==> src/rtl/vend_credit_fsm.sv <==
// rtl/vend_credit_fsm.sv - coin-credit vending controller with held vend request and pulsed change return
module vend_credit_fsm #(
  parameter int CREDIT_W = 8,
  parameter int PRICE    = 15,
  parameter int COIN_LO  = 5,
  parameter int COIN_HI  = 10
) (
  input  logic                clk,
  input  logic                reset,
  input  logic [1:0]          coins,
  input  logic                cancel,
  input  logic                dispense_ack,
  output logic                coffee,
  output logic                change_out,
  output logic                coin_reject,
  output logic [CREDIT_W-1:0] credit,
  output logic                busy
);

  typedef enum logic [2:0] {
    S_IDLE    = 3'd0,
    S_COLLECT = 3'd1,
    S_VEND    = 3'd2,
    S_CHANGE  = 3'd3,
    S_REFUND  = 3'd4
  } state_t;

  localparam logic [CREDIT_W-1:0] P_PRICE = CREDIT_W'(PRICE);
  localparam logic [CREDIT_W-1:0] P_LO    = CREDIT_W'(COIN_LO);
  localparam logic [CREDIT_W-1:0] P_HI    = CREDIT_W'(COIN_HI);

  state_t              state_q, state_d;
  logic [CREDIT_W-1:0] credit_q, credit_d;
  logic [CREDIT_W-1:0] change_q, change_d;
  logic                reject_q, reject_d;

  logic                coin_valid;
  logic                coin_any;
  logic [CREDIT_W-1:0] coin_val;
  logic [CREDIT_W-1:0] sum;
  logic [CREDIT_W-1:0] change_dec;

  assign coin_valid = (coins == 2'b01) || (coins == 2'b10);
  assign coin_any   = (coins != 2'b00);
  assign coin_val   = (coins == 2'b01) ? P_HI : ((coins == 2'b10) ? P_LO : '0);
  assign sum        = credit_q + coin_val;
  assign change_dec = change_q - P_LO;

  always_comb begin
    state_d  = state_q;
    credit_d = credit_q;
    change_d = change_q;
    reject_d = 1'b0;
    case (state_q)
      S_IDLE, S_COLLECT: begin
        // Cancel outranks a coin arriving in the same cycle; that coin is bounced.
        if (state_q == S_COLLECT && cancel && credit_q != '0) begin
          state_d  = S_REFUND;
          change_d = credit_q;
          credit_d = '0;
          reject_d = coin_any;
        end else if (coin_valid) begin
          if (sum >= P_PRICE) begin
            state_d  = S_VEND;
            change_d = sum - P_PRICE;
            credit_d = '0;
          end else begin
            state_d  = S_COLLECT;
            credit_d = sum;
          end
        end else begin
          reject_d = coin_any;
        end
      end
      S_VEND: begin
        reject_d = coin_any;
        if (dispense_ack) begin
          state_d = (change_q != '0) ? S_CHANGE : S_IDLE;
        end
      end
      S_CHANGE, S_REFUND: begin
        reject_d = coin_any;
        change_d = change_dec;
        if (change_dec == '0) begin
          state_d = S_IDLE;
        end
      end
      default: begin
        state_d  = S_IDLE;
        credit_d = '0;
        change_d = '0;
      end
    endcase
  end

  always_ff @(posedge clk or negedge reset) begin
    if (!reset) begin
      state_q  <= S_IDLE;
      credit_q <= '0;
      change_q <= '0;
      reject_q <= 1'b0;
    end else begin
      state_q  <= state_d;
      credit_q <= credit_d;
      change_q <= change_d;
      reject_q <= reject_d;
    end
  end

  assign coffee      = (state_q == S_VEND);
  assign change_out  = (state_q == S_CHANGE) || (state_q == S_REFUND);
  assign busy        = coffee || change_out;
  assign coin_reject = reject_q;
  assign credit      = credit_q;

endmodule
==> config.mk <==
export PLATFORM = sky130hd
export DESIGN_NAME = vend_credit_fsm
export DESIGN_NICKNAME = d
export VERILOG_FILES = /design/src/rtl/vend_credit_fsm.sv
export SDC_FILE = /design/constraint.sdc
export NUM_CORES = 1
export LEC_CHECK = 0
export CAP_MARGIN = 20
export CORE_UTILIZATION = 50
export CTS_CLUSTER_DIAMETER = 40
export CTS_CLUSTER_SIZE = 12
export DETAILED_ROUTE_END_ITERATION = 12
export GPL_TIMING_DRIVEN = 0
export PLACE_DENSITY = 0.71
export SETUP_SLACK_MARGIN = 0.3
export SLEW_MARGIN = 20
export SYNTH_ARGS = -nofsm -noshare
export SYNTH_HDL_FRONTEND = slang
export SYNTH_SLANG_ARGS = --single-unit
==> constraint.sdc <==
create_clock -name clk -period 3.2 [get_ports clk]
set_input_delay 0.64 -clock clk [delete_from_list [all_inputs] [get_ports clk]]
set_output_delay 0.64 -clock clk [all_outputs]
set_load 0.1 [all_outputs]
==> run metrics <==
site row count 22; RR Startpoint credit[1]$_DFFE_PN0P_; share of cells above drive strength 1 between 20% and 30%; GRT overflow 0; Total GRT Usage 26.1%; CP endpoint kind flop; Max Fanout on Critical Path 4; Clock Pin Slew Worst Setup and Hold Paths 0.07 ns; Synth area leaders dfrtp_1, ha_1, nand2_1; Yosys reg bits 20; GPL Wtd Cong about 0.9; worst vdd ir 0.516 mV; clock latency on the worst-skew pair 0.26 ns; WL final 5190 um; clock group share of total power ~8.2%; fill count ~320; Sw Share between 50% and 60%; via count ~1900; Synth async-reset ratio 100%; Min-Delay Endpoint change_q[5]$_DFFE_PN0P_; clk buf depth 2; Worst EP arrival about 3 ns; unrepaired setup endpoints after global routing true; post-layout util 68.5%; R2R Setup Slk between 0.4 and 0.5 ns; Post-DP HPWL 3590 um; synthesized area 1970 um2; critical path data required time roughly 3.3 ns; Multi-input gate area 1520 um2; reg-to-reg endpoint change_q[3]$_DFFE_PN0P_; CTS Buf Count 3; die height 64.7 um; Main synth FF type dfrtp_1; Mapped Cells ~230; die width 64.7 um; Net Sw Power 1150 uW; outcome finished, final reports clean; DRC violation count after routing 0; hold path depth 2; setup total negative slack 0 ns; Max Freq between 300 and 400 MHz; Hold Vio Cnt, Final 0; initial antenna violation count 0; drt via density 5.98; Storage cell area 503 um2; Slew @ Worst Pin 0.963 ns; initial core utilization 53.0%; Net Count, Synth approximately 250; Initial DRC Count between 150 and 200; # clock sinks 20; CTS tree built; Post-synth EDFFs 0; setup violators final 0; Final Skew about 0.013 ns; Syn Area/Cell 8.59 um2; Detail Route Antenna Nets 0; PortBufs 17; vias in the first global route 1737; finished layout cell area about 2500 um2; YS warnings 0; CTS root buffer clkbuf_8; DIE AREA 4190 um2; Area after DPL 2200 um2; # hold bufs at CTS 0; Yosys top cell by area dfrtp_1; WL per Instance ~17 um; max_cap viols 0; R2R cell count 12; final worst path period share between 80% and 90%; Critical path origin coins[1]; Comb power frac 72.1%; largest net degree at the start of global routing 21; minimum clock period ~2.9 ns; P per Cell Area 859 nW/um2; CP Class primary input to flop; Pre-antenna DRT Iters 4; Seq pwr share 19.7%; hold crit path type flop to flop; first-pass GRT wire length 8520 um; internal power 1040 uW; Core ar. roughly 3700 um2; share of Yosys cell area claimed by the top area cell type 25.4%; post-synthesis cell type count 64; max-slew violations 0; PnR Total Power 2190 uW; Max-slew headroom between 30% and 40%; Static Leak ~0.0011 uW; Boundary Pins 18; Final Net Count approximately 280; area grow syn2layout 29.2%; sequential element share of the synthesized area ~25%; Worst setup SP type primary input; ANT cells 0; H-tree levels 1; HP Start change_q[5]$_DFFE_PN0P_
flip-flops by register name, summed over array words and instances (netlist names):
name         flops
change_q         8
credit           8
state_q          3
coin_reject      1
cell usage in the layout, fill, tap and decap left out, drive strengths merged, types with 5 or more instances in the layout:
cell type      Yosys  layout
nand2             26      26
buf                7      25
dfrtp             20      20
o21ai             20      20
nor2              13      13
clkdlybuf4s50      0      12
a21oi             12      12
ha                10      10
inv                9       9
clkbuf             4       9
and2               8       8
nor3               8       8
xor2               7       7
nand2b             6       6
nor4               6       6
xnor2              6       6
o211ai             5       5
nand3              5       5
power by group through the flow:
stage / logic [uW] / registers [uW] / clock network, uW
2_1_floorplan: 940 / 580 / 0
3_3_place_gp: 1390 / 426 / 0
3_5_place_dp: 1390 / 429 / 0
4_1_cts: 1470 / 424 / 182
5_1_grt: 1700 / 439 / 193
6_report: 1580 / 430 / 180
through the flow:
step	hold WS, ns	std cells	setup slack [ns]
after floorplan	0.344	229	0.339
after global placement	0.541	294	-0.535
after detailed placement	0.546	294	-0.591
after CTS	0.563	307	0.281
after global routing	0.596	314	0.237
final	0.562	314	0.346
critical path, cell delays in order:
cell      delay, ns
buf_12         0.10
inv_8          0.03
ha_4           0.16
xor2_2         0.21
ha_4           0.17
a21oi_4        0.05
o21a_1         0.23
buf_4          0.14
o211a_1        0.24
nand3b_4       0.20
nor4_4         0.26
buf_4          0.18
nor2_2         0.07
mux2_4         0.32
cell families after synthesis:
family | after synthesis | share of synthesized area [%]
and+or+nand+nor | 97 | 29.7
AOI/OAI and AO/OA | 64 | 23.5
buffers and inverters | 20 | 5.15
DFF | 20 | 25.4
xor gates and xnor gates | 13 | 6.93
adders and majority gates | 10 | 6.36
muxes | 5 | 2.92
per-layer routing:
metal / global-route usage, % / vias up / routed length [um]
met5: 0 / - / 0
met4: 7.22 / 0 / 65
met3: 2.99 / 8 / 309
met2: 41.0 / 64 / 2400
met1: 37.5 / 896 / 2410
li1: - / 910 / -
synthesized netlist by cell type, types with 2 or more instances:
cell / number
a211oi_1: 2
nand2b_1: 6
o21ai_2: 3
and4_1: 2
a2bb2oi_1: 2
o21a_1: 2
nand3_1: 5
a21boi_0: 2
nand4_1: 4
nand4b_1: 2
or2_1: 2
o21ai_1: 4
and3_1: 2
buf_6: 2
clkbuf_1: 4
ha_1: 10
a21oi_1: 9
mux2_2: 2
o31ai_1: 4
o211ai_1: 5
buf_2: 3
o21ai_0: 13
xnor2_1: 4
xor2_1: 6
o221ai_1: 2
nor4b_1: 2
a21oi_2: 3
a31oi_1: 2
nor2_1: 12
nor3b_1: 2
buf_4: 2
inv_1: 9
nor2b_1: 3
nor4_1: 4
nor3_1: 6
nand2_1: 26
dfrtp_1: 20
mux2i_1: 2
xnor2_2: 2
and2_1: 8
how the worst max path moves through the flow:
stage	to	slack, ns	depth (start not counted)
detailed placement	change_q[4]$_DFFE_PN0P_	-0.59	13
floorplan	change_q[4]$_DFFE_PN0P_	0.34	12
CTS	change_out	0.28	4
global placement	change_q[5]$_DFFE_PN0P_	-0.54	13
finish	change_q[3]$_DFFE_PN0P_	0.35	14
global route	change_q[3]$_DFFE_PN0P_	0.24	14
repair_timing:
item | CTS | global route
setup buffers | 8 | 6
gates cloned | 1 | 0
resized for setup | 25 | 27
hold endpoints to repair | 0 | 0
pin swaps | 7 | 14
endpoints found under the setup margin | 16 | 16
cell type report:
cell class,instances,share of cell area (%)
well taps,48,2.36
repair buffers,33,11.9
plain buffers,11,2.90
multi-input cells,189,59.6
flip-flops and latches,20,19.8
clock buffers,4,1.77
inverters,9,1.72
(Power assumes the default switching activity.)
